<file path="src/rtl/pg_phase_acc.sv">
// pg_phase_acc
// Per-slot phase accumulator for the OPM phase generator. It sits in front of
// the recirculating delay line that stores the phase of every slot. On each
// enabled beat it takes one slot's stored phase and applies key-on reset, hold
// or increment. The result goes back into the delay line. The top phase bits
// are forwarded to the operator stage.
//
// Ports:
//   clk        clock
//   rst        asynchronous, active-high reset
//   cen        clock enable; one slot per enabled cycle
//   sync_in    marks the slot-0 beat on ph_in
//   ph_in      stored phase from the delay line output
//   inc        phase increment for the slot on ph_in (zero-extended)
//   keyon_rst  clear the phase of the slot on ph_in
//   hold       test-mode freeze: no advance for any slot
//   ph_out     updated phase to the delay line input
//   op_phase   top OUT_W bits of ph_out, to the operator
//   slot_out   slot index carried by ph_out
//   sync_out   high while ph_out carries slot 0
//   sync_err   sticky flag: sync_in arrived off-frame
module pg_phase_acc #(
    parameter int PH_W  = 20,
    parameter int INC_W = 17,
    parameter int OUT_W = 10,
    parameter int SLOTS = 32
) (
    input  logic                     clk,
    input  logic                     rst,
    input  logic                     cen,
    input  logic                     sync_in,
    input  logic [PH_W-1:0]          ph_in,
    input  logic [INC_W-1:0]         inc,
    input  logic                     keyon_rst,
    input  logic                     hold,
    output logic [PH_W-1:0]          ph_out,
    output logic [OUT_W-1:0]         op_phase,
    output logic [$clog2(SLOTS)-1:0] slot_out,
    output logic                     sync_out,
    output logic                     sync_err
);

    localparam int SL_W = $clog2(SLOTS);

    logic [SL_W-1:0]  slot_cnt;
    logic [SL_W-1:0]  slot_nxt;
    logic [SL_W-1:0]  slot_use;

    logic [PH_W-1:0]  s1_ph;
    logic [INC_W-1:0] s1_inc;
    logic             s1_key;
    logic             s1_hold;
    logic [SL_W-1:0]  s1_slot;

    logic [PH_W-1:0]  ph_nxt;

    // SLOTS is a power of two, so the counter wraps naturally.
    // A sync beat is always slot 0, and counting continues from there.
    always_comb begin
        slot_nxt = slot_cnt + SL_W'(1);
        slot_use = sync_in ? '0 : slot_nxt;
    end

    // Priority: keyon_rst > hold > increment. The sum wraps with no carry out.
    always_comb begin
        ph_nxt = s1_ph + PH_W'(s1_inc);
        if (s1_hold)
            ph_nxt = s1_ph;
        if (s1_key)
            ph_nxt = '0;
    end

    always_ff @(posedge clk or posedge rst) begin
        if (rst) begin
            // Reset to the last slot so the first beat without sync is slot 0.
            slot_cnt <= SL_W'(SLOTS - 1);
            s1_ph    <= '0;
            s1_inc   <= '0;
            s1_key   <= 1'b0;
            s1_hold  <= 1'b0;
            s1_slot  <= '0;
            ph_out   <= '0;
            slot_out <= '0;
            sync_out <= 1'b0;
            sync_err <= 1'b0;
        end else if (cen) begin
            slot_cnt <= slot_use;
            s1_ph    <= ph_in;
            s1_inc   <= inc;
            s1_key   <= keyon_rst;
            s1_hold  <= hold;
            s1_slot  <= slot_use;

            ph_out   <= ph_nxt;
            slot_out <= s1_slot;
            sync_out <= (s1_slot == '0);

            // The resync above still takes effect on the beat that flags it.
            if (sync_in && (slot_nxt != '0))
                sync_err <= 1'b1;
        end
    end

    assign op_phase = ph_out[PH_W-1 -: OUT_W];

endmodule
</file>
<file path="config.mk">
export PLATFORM = sky130hd
export DESIGN_NAME = pg_phase_acc
export DESIGN_NICKNAME = d
export VERILOG_FILES = /design/src/rtl/pg_phase_acc.sv
export SDC_FILE = /design/constraint.sdc
export NUM_CORES = 1
export LEC_CHECK = 0
export ABC_CLOCK_PERIOD_IN_PS = 3150
export CAP_MARGIN = 20
export CORE_ASPECT_RATIO = 1.5
export CORE_UTILIZATION = 40
export DETAILED_ROUTE_END_ITERATION = 6
export PLACE_DENSITY = 0.64
export RECOVER_POWER = 100
export SETUP_SLACK_MARGIN = 0.02
export SYNTH_ARGS = -nofsm -noshare
export SYNTH_HDL_FRONTEND = slang
export SYNTH_SLANG_ARGS = --single-unit
export TNS_END_PERCENT = 50
</file>
<file path="constraint.sdc">
create_clock -name clk -period 3.15 [get_ports clk]
set_input_delay 0.63 -clock clk [delete_from_list [all_inputs] [get_ports clk]]
set_output_delay 0.63 -clock clk [all_outputs]
set_load 0.01 [all_outputs]
</file>
==> flow_results.org <==
** Status
- The flow ran to the end, but the final reports show violations.
- The final reports fail on design-rule violations.

** Pwr
- Share of power burned in registers :: just under 40%
- Power density normalized to cell area :: just under 600 nW/um2
- The share of total power dissipated in combinational logic is a little over a quarter.
- Pint :: 2210 uW
- The clock network burns a little over a third of the power.
- Net switching fraction of the power :: 28.4%
- Worst-case vdd ir drop :: 0.000317 V
- Power spent charging and discharging nets :: 875 uW
- LEAKAGE :: 0.00227 uW

** Setup path
- Crit path required time :: between 3 and 4 ns
- STA classifies the critical path startpoint as a register.
- Crit Path Category :: reg2reg
- Data arrival at the endpoint of the critical path :: 2.85 ns
- Slack of the worst reg-to-reg path :: ~0.52 ns
- Crit path max fanout :: 3
- For this run, the slowest stage of the critical path takes just under 0.4 ns.
- Traced cell by cell, the critical path runs through ha_1, inv_1, fa_1, nand2b_1, a21oi_1, o2111ai_1, a311oi_2, xor2_1, a221o_1.
- Worst-path cell with the longest stage delay :: sky130_fd_sc_hd__fa_1
- Critical path endpoint category :: register

** Die
- In this run the core area contains 44 standard-cell rows.
- The floorplan step set the die width to between 80 and 90 um.
- Initial core utilization :: around two fifths
- Pin placement for this block handled 80 I/O pins.
- Total die area :: around 11000 um2
- Standard cell core area :: approximately 10000 um2
- The die is approximately 130 um tall.

** Synth
- Summed instance area of the synthesized netlist :: 4060 um2
- Post-synth ARST share :: 100%
- For this run, the number of Yosys warnings is 0.
- The most used flip-flop cell after synthesis is sky130_fd_sc_hd__dfrtp_1.
- Count of mapped cells out of synthesis :: about 370
- Sequential cells were found to cover 47.0% of the synthesized design area.
- Mean Syn Cell Area :: approximately 11 um2
- Synthesis instantiated 50 different standard cells from the library.
- Counting every net in the synthesized netlist gives about 440.
- Counting flops with a built-in enable in the synthesized netlist gives 0.
- In this run, synthesis produced a sequential element count of 76.

** Global route
- Met1 usage :: ~23%
- First-pass GRT wire length :: approximately 15000 um
- Met2 track utilization from global routing :: between 30% and 40%
- Number of antenna violations at the first check in global routing :: 0
- Global routing consumed, on the met3 layer, about 4.6% of the routing resources.
- Vias in the first global route :: about 3200
- Pin count of the biggest net entering global routing :: 66
- The layer flagged by global routing as most heavily used is met2.
- Summed over all layers, the global routing overflow is 0.
- Global routing consumed, over all layers together, 18.8% of the routing resources.

** Clocking
- Clock latency on the worst-skew pair :: about 0.33 ns
- In this run the post-CTS setup repair buffer count came out at 0.
- After clock tree synthesis, the clock-pin slew on the worst setup and hold paths is 0.06 ns.
- Hold repair after CTS inserted 0 buffers.
- CTS Root Buffer Type :: sky130_fd_sc_hd__clkbuf_16
- Buffers inserted during clock tree synthesis total 9.
- The H-tree generated during clock tree synthesis spans 3 levels.
- No sink is reached through more buffers than the 2 on the longest clock path.
- Cells resized by post-CTS repair :: 0
- CTS tree :: built
- Sink Count :: 76

** Final layout
- For this run, the number of standard cells in the final layout without fillers is 562.
- Antenna fix cells :: 0
- Share of cells above drive strength 1 :: 15.7%
- The area growth from synthesis to layout is 27.4%.
- For this run, the share of the core covered by cells in the final layout is a little over half.
- After filler insertion, the fill cell instance count of the layout stands at 908.
- Leading cell types in the layout, fill and taps excluded :: sky130_fd_sc_hd__dfrtp_1, sky130_fd_sc_hd__mux2_2, sky130_fd_sc_hd__clkdlybuf4s50_1, sky130_fd_sc_hd__dlygate4sd3_1, sky130_fd_sc_hd__nand2_1
- Leaving out fill and tap cells, the most frequent cell in the layout is sky130_fd_sc_hd__dfrtp_1.
- In the final design database the tool counted around 500 nets.
- Final Cell Area :: around 5200 um2

** Timing
- Setup TNS after final layout :: 0 ns
- The number of failing hold endpoints at the final stage was 0.
- Setup repair after global routing missed its margin :: false
- Based on the critical path, the design can be clocked at up to ~380 MHz.
- The worst path needs approximately 2.6 ns of the cycle, external delays included.
- Setup WS post-layout :: 0.520 ns
- Final count of pins violating max slew :: 0
- Relative max-transition margin :: about 3.2%
- Part of the cycle the worst path needs :: a little over four fifths
- Setup violations remaining at the end of the flow were counted as 0.
- At the pin with the least slew margin, the transition time is around 1.5 ns.
- Worst clock skew :: 0.00498 ns

** Detailed routing
- In this run the remaining antenna-violating nets after routing total 0.
- Routed via count :: roughly 3000
- DRC violations left :: 10
- Detail-routed net length per standard cell :: between 15 and 20 um
- Vias per cell :: approximately 5.5
- The routed design has 9100 um of wire.
- The first routing iteration left approximately 160 violations.
- The first detailed-routing pass ran for 7 iterations.

** Placement
- Once placement completed, the tool counted placed cells totaling around 550.
- The wire-length estimate of the detail-placed layout is around 6700 um.
- Number of buffers inserted by port buffering :: 79
- Placer's final routability congestion estimate :: 0.846
- After detailed placement, the total cell area comes to 4900 um2.
- Before CTS, the worst setup slack after placement is about 0.60 ns.

** Flow run
- Max-cap violations :: 0

** Min path
- The path class of the tightest hold or removal check is reg2reg.
[registers in the layout, summed over array words and instances (netlist names)]
signal / count
sync_out: 1
ph_out: 20
slot_out: 5
slot_cnt: 5
s1_inc: 17
s1_slot: 5
s1_key: 1
sync_err: 1
s1_hold: 1
s1_ph: 20
[path summary, 6_finish.rpt]
check,from,end,cells after the start
max,s1_ph[0]$_DFFE_PP0P_,ph_out[12]$_DFFE_PP0P_,9
min,slot_cnt[4]$_DFFE_PP1P_,slot_cnt[4]$_DFFE_PP1P_,2
max reg2reg,s1_ph[0]$_DFFE_PP0P_,ph_out[12]$_DFFE_PP0P_,9
min reg2reg,slot_cnt[4]$_DFFE_PP1P_,slot_cnt[4]$_DFFE_PP1P_,2
max in group asynchronous,rst,s1_ph[9]$_DFFE_PP0P_,3
min in group asynchronous,rst,s1_slot[3]$_DFFE_PP0P_,2
[Yosys cell counts (5+ instances only)]
master | instances | area (um2)
sky130_fd_sc_hd__nand2_1 | 28 | 105
sky130_fd_sc_hd__nor2_1 | 12 | 45.0
sky130_fd_sc_hd__nand3_1 | 9 | 45.0
sky130_fd_sc_hd__xor2_1 | 5 | 43.8
sky130_fd_sc_hd__xnor2_1 | 11 | 96.3
sky130_fd_sc_hd__a21oi_1 | 19 | 95.1
sky130_fd_sc_hd__nand4_1 | 5 | 31.3
sky130_fd_sc_hd__dfrtp_1 | 71 | 1780
sky130_fd_sc_hd__nand2b_1 | 8 | 50.1
sky130_fd_sc_hd__inv_1 | 15 | 56.3
sky130_fd_sc_hd__clkbuf_1 | 11 | 41.3
sky130_fd_sc_hd__o21ai_0 | 25 | 125
sky130_fd_sc_hd__buf_4 | 11 | 82.6
sky130_fd_sc_hd__a22o_1 | 6 | 52.6
sky130_fd_sc_hd__nor3_1 | 7 | 35.0
sky130_fd_sc_hd__ha_1 | 19 | 238
sky130_fd_sc_hd__dfstp_2 | 5 | 131
sky130_fd_sc_hd__mux2_2 | 43 | 484
[cells by family (layout without fill, tap and decap cells)]
kind of cell / after synthesis / after routing / synth area share [%]
compound gates: 92 / 92 / 15.9
simple gates: 81 / 81 / 9.61
flops: 76 / 76 / 47.0
mux: 47 / 47 / 12.9
buf+inv: 41 / 115 / 4.80
fa+ha+maj: 20 / 20 / 6.34
xor+xnor: 16 / 16 / 3.45
[routing by layer]
| layer | part of all wire [%] | up-vias |
|---|---|---|
| met2 | 51 | 68 |
| met3 | 3.7 | 16 |
| met5 | 0 | - |
| met4 | 2.8 | 0 |
| li1 | - | 1486 |
| met1 | 43 | 1503 |
[metrics by stage]
stage	total power, uW	hold slack (ns)
5_1_grt	3260	0.496
2_1_floorplan	1750	0.455
6_report	3080	0.482
3_5_place_dp	2070	0.475
4_1_cts	3170	0.486
3_3_place_gp	2050	0.458
[power groups by stage]
stage | combinational (uW) | clock (uW) | sequential, uW
2_1_floorplan | 538 | 0 | 1210
3_3_place_gp | 841 | 0 | 1210
3_5_place_dp | 851 | 0 | 1220
4_1_cts | 855 | 1110 | 1200
5_1_grt | 889 | 1160 | 1220
6_report | 803 | 1080 | 1200
[worst max-delay path, delay by kind of cell, from the launching register on]
kind	cells	cell delay, ns
AOI/OAI and AO/OA	4	1.16
xor gates and xnor gates	1	0.12
adders and majority gates	2	0.61
buffers and inverters	1	0.07
DFF	1	0.37
and+or+nand+nor	1	0.18
[area by class of cell]
type | count | area (um2) | share of cell area (%)
sequential | 76 | 1910 | 36.9
clock buffer | 13 | 280 | 5.42
timing repair buffer | 84 | 810 | 15.6
multi-input combinational | 256 | 1930 | 37.4
inverter | 15 | 56.3 | 1.09
tap | 115 | 144 | 2.78
clock inverter | 3 | 42.5 | 0.822
No activity file was read; power rests on OpenSTA's default activity.
